[src/rtl/conv_window_sequencer_if.sv]
// Tap stream between the window sequencer and the downstream MAC.
// The sequencer drives address and window tags, the MAC drives ready.
interface conv_window_sequencer_if #(
  parameter int ADDR_BITS  = 10,
  parameter int COORD_BITS = 5
);
  logic                  ready;
  logic [ADDR_BITS-1:0]  rd_addr;
  logic                  addr_valid;
  logic                  acc_clear;
  logic                  acc_last;
  logic [COORD_BITS-1:0] out_row;
  logic [COORD_BITS-1:0] out_col;

  modport master (
    input  ready,
    output rd_addr,
    output addr_valid,
    output acc_clear,
    output acc_last,
    output out_row,
    output out_col
  );

  modport slave (
    output ready,
    input  rd_addr,
    input  addr_valid,
    input  acc_clear,
    input  acc_last,
    input  out_row,
    input  out_col
  );
endinterface

[src/rtl/conv_window_sequencer.sv]
// Walks every KxK window of an IMG_H x IMG_W frame, one tap per
// accepted cycle, emitting pixel read addresses and window tags.
module conv_window_sequencer #(
  parameter int IMG_W      = 28,
  parameter int IMG_H      = 28,
  parameter int K          = 3,
  parameter int ADDR_BITS  = 10,
  parameter int COORD_BITS = 5
) (
  input  logic clk,
  input  logic rst,
  input  logic start,
  conv_window_sequencer_if.master tap,
  output logic busy,
  output logic done
);

  localparam int KB = (K > 1) ? $clog2(K) : 1;
  localparam logic [KB-1:0] K_MAX = KB'(K - 1);
  localparam logic [COORD_BITS-1:0] C_MAX =
    COORD_BITS'(IMG_W - K);
  localparam logic [COORD_BITS-1:0] R_MAX =
    COORD_BITS'(IMG_H - K);

  typedef enum logic [1:0] {
    IDLE,
    RUN,
    DONE
  } state_t;

  state_t state_q, state_d;

  logic [KB-1:0]         kc_q, kc_d;
  logic [KB-1:0]         kr_q, kr_d;
  logic [COORD_BITS-1:0] col_q, col_d;
  logic [COORD_BITS-1:0] row_q, row_d;

  logic                  valid_d;
  logic                  clear_d;
  logic                  last_d;
  logic [ADDR_BITS-1:0]  addr_d;
  logic [COORD_BITS-1:0] orow_d;
  logic [COORD_BITS-1:0] ocol_d;

  logic accept;
  logic end_kc, end_kr, end_col, end_row;

  assign accept  = tap.addr_valid & tap.ready;
  assign end_kc  = (kc_q == K_MAX);
  assign end_kr  = (kr_q == K_MAX);
  assign end_col = (col_q == C_MAX);
  assign end_row = (row_q == R_MAX);

  always_ff @(posedge clk) begin
    if (!rst) begin
      state_q        <= IDLE;
      kc_q           <= '0;
      kr_q           <= '0;
      col_q          <= '0;
      row_q          <= '0;
      tap.rd_addr    <= '0;
      tap.addr_valid <= 1'b0;
      tap.acc_clear  <= 1'b0;
      tap.acc_last   <= 1'b0;
      tap.out_row    <= '0;
      tap.out_col    <= '0;
      busy           <= 1'b0;
      done           <= 1'b0;
    end else begin
      state_q        <= state_d;
      kc_q           <= kc_d;
      kr_q           <= kr_d;
      col_q          <= col_d;
      row_q          <= row_d;
      tap.rd_addr    <= addr_d;
      tap.addr_valid <= valid_d;
      tap.acc_clear  <= clear_d;
      tap.acc_last   <= last_d;
      tap.out_row    <= orow_d;
      tap.out_col    <= ocol_d;
      busy           <= valid_d;
      done           <= (state_d == DONE);
    end
  end

  always_comb begin
    state_d = state_q;
    kc_d    = kc_q;
    kr_d    = kr_q;
    col_d   = col_q;
    row_d   = row_q;
    unique case (state_q)
      IDLE: begin
        if (start) begin
          state_d = RUN;
          kc_d    = '0;
          kr_d    = '0;
          col_d   = '0;
          row_d   = '0;
        end
      end
      RUN: begin
        if (accept) begin
          // Carry chain: kc fastest, then kr, col, row.
          priority case (1'b1)
            !end_kc: kc_d = kc_q + 1'b1;
            !end_kr: begin
              kc_d = '0;
              kr_d = kr_q + 1'b1;
            end
            !end_col: begin
              kc_d  = '0;
              kr_d  = '0;
              col_d = col_q + 1'b1;
            end
            !end_row: begin
              kc_d  = '0;
              kr_d  = '0;
              col_d = '0;
              row_d = row_q + 1'b1;
            end
            default: state_d = DONE;
          endcase
        end
      end
      DONE:    state_d = IDLE;
      default: state_d = IDLE;
    endcase
  end

  always_comb begin
    valid_d = (state_d == RUN);
    clear_d = valid_d && (kc_d == '0) && (kr_d == '0);
    last_d  = valid_d && (kc_d == K_MAX) && (kr_d == K_MAX);
    orow_d  = valid_d ? row_d : '0;
    ocol_d  = valid_d ? col_d : '0;
    addr_d  = '0;
    if (valid_d) begin
      addr_d = ADDR_BITS'(
        (32'(row_d) + 32'(kr_d)) * 32'(IMG_W)
        + 32'(col_d) + 32'(kc_d));
    end
  end

endmodule

[src/flat_wrapper.sv]
// flat-port wrapper written by rule: the top's interface ports become plain ports
module conv_window_sequencer_flat 
#(
  parameter int IMG_W      = 28,
  parameter int IMG_H      = 28,
  parameter int K          = 3,
  parameter int ADDR_BITS  = 10,
  parameter int COORD_BITS = 5
)
  (clk, rst, start, busy, done, tap_ready, tap_rd_addr, tap_addr_valid, tap_acc_clear, tap_acc_last, tap_out_row, tap_out_col);
  conv_window_sequencer_if #(.ADDR_BITS(ADDR_BITS), .COORD_BITS(COORD_BITS)) tap_i ();
  input  logic clk;
  input  logic rst;
  input  logic start;
  output logic busy;
  output logic done;
  input wire logic [$bits(tap_i.ready)-1:0] tap_ready;
  output wire logic [$bits(tap_i.rd_addr)-1:0] tap_rd_addr;
  output wire logic [$bits(tap_i.addr_valid)-1:0] tap_addr_valid;
  output wire logic [$bits(tap_i.acc_clear)-1:0] tap_acc_clear;
  output wire logic [$bits(tap_i.acc_last)-1:0] tap_acc_last;
  output wire logic [$bits(tap_i.out_row)-1:0] tap_out_row;
  output wire logic [$bits(tap_i.out_col)-1:0] tap_out_col;
  assign tap_i.ready = tap_ready;
  assign tap_rd_addr = tap_i.rd_addr;
  assign tap_addr_valid = tap_i.addr_valid;
  assign tap_acc_clear = tap_i.acc_clear;
  assign tap_acc_last = tap_i.acc_last;
  assign tap_out_row = tap_i.out_row;
  assign tap_out_col = tap_i.out_col;
  conv_window_sequencer #(.IMG_W(IMG_W), .IMG_H(IMG_H), .K(K), .ADDR_BITS(ADDR_BITS), .COORD_BITS(COORD_BITS)) u_core (.clk(clk), .rst(rst), .start(start), .tap(tap_i), .busy(busy), .done(done));
endmodule
[config.mk]
export PLATFORM = sky130hd
export DESIGN_NAME = conv_window_sequencer_flat
export DESIGN_NICKNAME = d
export VERILOG_FILES = /design/src/rtl/conv_window_sequencer_if.sv /design/src/rtl/conv_window_sequencer.sv /design/src/flat_wrapper.sv
export SDC_FILE = /design/constraint.sdc
export NUM_CORES = 1
export LEC_CHECK = 0
export CAP_MARGIN = 25
export CORE_MARGIN = 8
export CORE_UTILIZATION = 40
export DETAILED_ROUTE_END_ITERATION = 10
export PLACE_DENSITY = 0.7
export SLEW_MARGIN = 20
export SYNTH_ARGS = -nofsm -noshare
export SYNTH_HDL_FRONTEND = slang
export SYNTH_SLANG_ARGS = --single-unit
[constraint.sdc]
create_clock -name clk -period 5.89 [get_ports clk]
set_input_delay 1.178 -clock clk [delete_from_list [all_inputs] [get_ports clk]]
set_output_delay 1.178 -clock clk [all_outputs]
set_load 0.03 [all_outputs]
Yosys cells after proc, flatten, opt, wreduce, memory -nomap -nowiden:

Cells that the tools add are included.

* register bits: 40
* input port bits: 4

* add/sub/neg operators: 7
* multipliers: 1
* equality and inequality tests: 9
* muxes and demuxes: 35
* bitwise logic cells: 1
* reductions and logical operators: 8

Operator list (number)
* $mux 5: 12
* $mux 2: 18
* $mul 32x3->8 const B: 1
* $pmux 5 s2: 2
* $pmux 2 s2: 3
* $add 10x2->10: 1
* $add 10x5->10: 1
* $add 5x1->5 const B: 2
* $eq 2x2->1 const B: 5
* $eq 5x5->1 const B: 2
* $add 5x2->6: 1
* $logic_not 2->1: 3
* $add 2x1->2 const B: 2
* $eq 2x1->1 const B: 2
* $logic_and 1x1->1: 4
* $reduce_and 2->1: 1
* $and 1x1->1: 1

Longest topological paths before layout:

Gate-level depths: netlist of the first run.

* depth after elaboration: 11
* depth in mapped cells: 22
* depth with buffers taken out: 22

Worst setup path after synthesis of the first run:

OpenSTA, ideal clock, no wires.

* path type: input -> register
* from: input tap_ready
* to: register u_core.tap.rd_addr[9]
* arrival: 5093 ps
* required time: 5832 ps
* slack: 739 ps
* cell stages on the path: 16
* path buffers: 0
* cell sequence: nand4b_1 nor3b_1 nand3b_1 a21oi_1 inv_1 fa_1 nor3_4 mux2_1 fa_1 ha_1 and2_1 a311oi_1 o21bai_1 xnor2_1 a211o_1 nand2_1

* word-level cells in the longest chain between the ends: 7
* elaborated cells on any way between the ends: 17

RTL lines
* start: declaration: line flat_wrapper.sv:17 `input wire logic [$bits(tap_i.ready)-1:0] tap_ready;`
* $and 1x1->1: line conv_window_sequencer.sv:48 `assign accept = tap.addr_valid & tap.ready;`
* $mux 2: line conv_window_sequencer.sv:103 `if (accept) begin`
* $pmux 2 s2: line conv_window_sequencer.sv:92 `unique case (state_q)`
* via u_core.kr_d[1]: line conv_window_sequencer.sv:34 `logic [KB-1:0] kr_q, kr_d;`
* $add 5x2->6: line conv_window_sequencer.sv:140 `(32'(row_d) + 32'(kr_d)) * 32'(IMG_W)`
* $mul 32x3->8: line conv_window_sequencer.sv:140
* $add 10x5->10: line conv_window_sequencer.sv:141 `+ 32'(col_d) + 32'(kc_d));`
* $add 10x2->10: line conv_window_sequencer.sv:141
* end signal: assignment: line conv_window_sequencer.sv:75 `tap.rd_addr <= addr_d;`
* end: declaration: line conv_window_sequencer_if.sv:17 `output rd_addr,`

The timed path passes the listed nets, and every way through them passes these cells.
A chain may end at the register's enable or synchronous reset.

Worst setup path after layout of the first run:

Ends and elaborated chain as after synthesis.

==> results of run 1 <==
[how the worst max path moves through the flow]
stage,cells past startpoint,to,slack (ns),start
floorplan,16,u_core.tap.rd_addr[9],0.74,tap_ready
global placement,18,u_core.tap.rd_addr[9],0.30,tap_ready
detailed placement,18,u_core.tap.rd_addr[9],0.20,tap_ready
CTS,17,u_core.tap.rd_addr[9],0.49,tap_ready
global route,20,u_core.tap.rd_addr[9],0.11,tap_ready
finish,18,u_core.tap.rd_addr[9],0.46,tap_ready
[cells in the mapped netlist (2+ instances only)]
master / number / share of area, %
o21ai_0: 6 / 1.3
o221ai_1: 2 / 0.74
nor3b_1: 2 / 0.63
mux2i_1: 2 / 0.85
and4b_1: 3 / 1.3
a21oi_1: 14 / 3.0
xnor2_1: 13 / 4.8
a31oi_1: 2 / 0.53
nor2_1: 35 / 5.6
nand4b_1: 3 / 1.1
a21o_1: 4 / 1.3
ha_1: 19 / 10
a311oi_1: 2 / 0.74
inv_1: 15 / 2.4
buf_4: 2 / 0.63
and2_1: 11 / 2.9
xor2_1: 6 / 2.2
o31a_1: 2 / 0.74
nor2b_1: 6 / 1.6
buf_2: 2 / 0.42
nor4_1: 2 / 0.53
nor3_1: 3 / 0.63
dfxtp_1: 40 / 34
o21bai_1: 2 / 0.63
nand3_1: 7 / 1.5
nand2_1: 17 / 2.7
nand4_1: 3 / 0.79
a211o_1: 2 / 0.74
fa_1: 7 / 5.9
[layout make-up]
class | count | area (um^2)
fill | 559 | 2938
multi-input combinational | 197 | 1471
sequential | 40 | 800.8
timing repair buffer | 34 | 325.3
clock buffer | 7 | 96.34
tap | 75 | 93.84
inverter | 16 | 60.06
clock inverter | 1 | 30.03
[logic make-up (layout without fill, tap and decap cells)]
| logic type | count (synthesis) | after routing | synth area share, % |
|---|---|---|---|
| AOI/OAI and AO/OA | 43 | 43 | 12.49 |
| DFF | 40 | 40 | 33.86 |
| and+or+nand+nor | 106 | 106 | 25.40 |
| buffers and inverters | 22 | 58 | 3.915 |
| xor gates and xnor gates | 19 | 19 | 7.037 |
| muxes | 3 | 3 | 1.323 |
| adders and majority gates | 26 | 26 | 15.98 |
[critical path, delay by kind of cell]
kind / cells / cell delay (ns)
simple gates: 6 / 1.17
fa+ha+maj: 4 / 1.48
buf+inv: 2 / 0.56
compound gates: 3 / 0.62
xor+xnor: 1 / 0.15
mux: 2 / 0.52
[registers in the layout (all words and copies together) (netlist names)]
register,cells
u_core.kr_q,2
u_core.tap.out_row,5
u_core.tap.acc_clear,1
u_core.col_q,5
u_core.state_q,2
u_core.tap.addr_valid,1
u_core.done,1
u_core.tap.rd_addr,10
u_core.tap.out_col,5
u_core.row_q,5
u_core.tap.acc_last,1
u_core.kc_q,2
[report_power, final]
group / switching, W / internal (W) / leakage, nW
combinational: 0.0000190 / 0.0000105 / 0.803
clock: 0.0000928 / 0.000149 / 0.0645
sequential: 0.00000158 / 0.000272 / 0.323
total: 0.000113 / 0.000432 / 1.19
[per-stage QoR]
step / cells / utilization [%] / hold WS (ns)
floorplan: 259 / - / 0.5285
global placement: 362 / 47.31 / 0.5958
detailed placement: 362 / 47.31 / 0.6014
CTS: 370 / 49.48 / 0.6114
global route: 370 / 49.48 / 0.6593
finish: 370 / 49.48 / 0.6179
[routing by layer]
| metal | wire [um] | global-route usage [%] | share of wire, % | vias to the layer above |
|---|---|---|---|---|
| li1 | - | - | - | 962 |
| met1 | 2264 | 14.01 | 44 | 918 |
| met2 | 2534 | 22.60 | 49 | 34 |
| met3 | 233 | 2.751 | 4.5 | 10 |
| met4 | 134 | 6.174 | 2.6 | 0 |
| met5 | 0 | 0 | 0 | - |
==> summary.txt, run 1 <==
Placement
  – Half-perimeter wire length after placement: 4001 um
  – Placement-stage cell area: 0.002751 mm^2
  – Buffers on Ports: 28
  – Dpl ws: 0.1986 ns
  – Gpl congestion: 0.8758

Synthesis
  – Synthesized flop and latch total: 40
  – Syn. warnings: 0
  – Avg Synthesized Cell Area: 9.130 um^2
  – Post-Syn Nets: 289
  – Ys flop type: dfxtp_1
  – Post-synth ARST share: 0%
  – Yosys cell types: 54
  – Mapped Area: 0.002365 mm^2
  – EDFF count, synth: 0
  – Proportion of synthesized chip area in sequential cells: 33.86%
  – Synthesized instance count: 259

Die
  – Full die area: 0.008629 mm^2
  – Core Region: 0.005816 mm^2
  – DIE HEIGHT: 92.89 um
  – Die Width: 92.89 um
  – Row count: 28
  – Ports: 29
  – Starting Density: 40.66%

Cells and area
  – Finished Cell Area: 0.002878 mm^2
  – Ant diodes: 0
  – # nets final: 324
  – Layout cells sized above 1: 9.153%
  – Area delta synth->final: 21.69%
  – Most frequent cells in the layout: dfxtp_1 (40), nor2_1 (35), clkdlybuf4s50_1 (28)
  – Commonest non-fill, non-tap cell in the layout: dfxtp_1

STA
  – Final min period: 5.431 ns
  – Least-Margin Pin Slew: 0.5660 ns
  – TNS Setup: 0 ns
  – RSZ-0062 raised after global routing: false
  – Fmax: 184.1 MHz
  – Relative slew slack: 61.99%
  – Period Utilization, post-route: 92.20%
  – Final Hold Fails: 0
  – Final WS setup: 0.4592 ns
  – Max-slew violations: 0
  – Setup-failing EPs final: 0
  – Clock Skews: 0.004513 ns

Routing
  – Routed via count: 1924
  – Starting DRT DRC Count: 75
  – Detailed-router iteration count before antenna repair: 4
  – DR vias/cell: 5.200
  – WL final: 5166 um
  – Post-route antenna net violation count: 0
  – Drt drc: 0
  – Routed len/inst: 13.96 um

Global route
  – Global-route wire length before repair: 8935 um
  – Global route overflow: 0
  – Vias in the first global route: 1922
  – Largest net degree at the start of global routing: 17
  – All-Layer GR Usage: 12.73%
  – Initial antenna violation count: 0

Critical path
  – Worst Setup End Kind: flip-flop
  – Worst Setup Path Type: in -> reg
  – Reg-to-Reg Start: u_core.col_q[0]
  – Startpoint Class: input port
  – CP max stage delay: 0.50 ns
  – Worst-path maximum fanout: 4
  – Critical path arrival: 5.67 ns
  – Worst R2R Setup Slack: 1.22 ns
  – Data required, critical path: 6.13 ns
  – R2r worst-path depth: 18
  – Crit path cell chain: clkdlybuf4s50_1, nand4b_1, nor3b_1, mux2i_1, nor2_1, ha_1, inv_1, fa_1, nor3_4, mux2_1, fa_1, ha_1, and2_1, a311oi_1, o21bai_1, xnor2_1, a211o_1, nand2_1
  – Reg-to-reg endpoint: u_core.tap.rd_addr[9]
  – Worst path slowest cell: clkdlybuf4s50_1

Clock tree
  – Post-CTS Resized: 0
  – Clk pin slew, worst setup/hold paths: 0.08 ns
  – H-Tree Depth: 2
  – Bufs on Longest Clock Path: 2
  – Cts hold-fix bufs: 0
  – Clk_lat worst skew: 0.29 ns
  – Num CTS Buffers: 5
  – CTS tree: yes
  – Clock root buffer: clkbuf_8
  – Post-CTS Setup Bufs: 0
  – Clock sink count: 40

Outcome
  – Status: finished clean

Power
  – Leakage power: 1.191 nW
  – Pwr Density: 189.6 mW/mm^2
  – Pwr Total: 0.0005456 W
  – Peak VDD IR: 0.00009091 V

Min path
  – Hold crit path type: reg -> reg
  – WHS Endpoint: u_core.done
  – Hold path start: u_core.col_q[4]
  – Worst hold stages: 2

Flow run
  – Max Cap Viol: 0
(Power assumes the default switching activity.)
==> run 2, diff against run 1 <==
- CTS_CLUSTER_SIZE: not set -> 10
==> results of run 2 <==
No change in the layout: final DEF, timing and power equal those of run 1.
==> run 3, diff against run 2 <==
--- a/constraint.sdc
+++ b/constraint.sdc
@@ -3,2 +3,2 @@
 set_output_delay 1.178 -clock clk [all_outputs]
-set_load 0.03 [all_outputs]
+set_load 0.05 [all_outputs]
==> results of run 3 <==
The final DEF is identical to that of run 1. Status: finished clean.
Among the figures that moved: total power 0.0005456 W -> 0.0005484 W
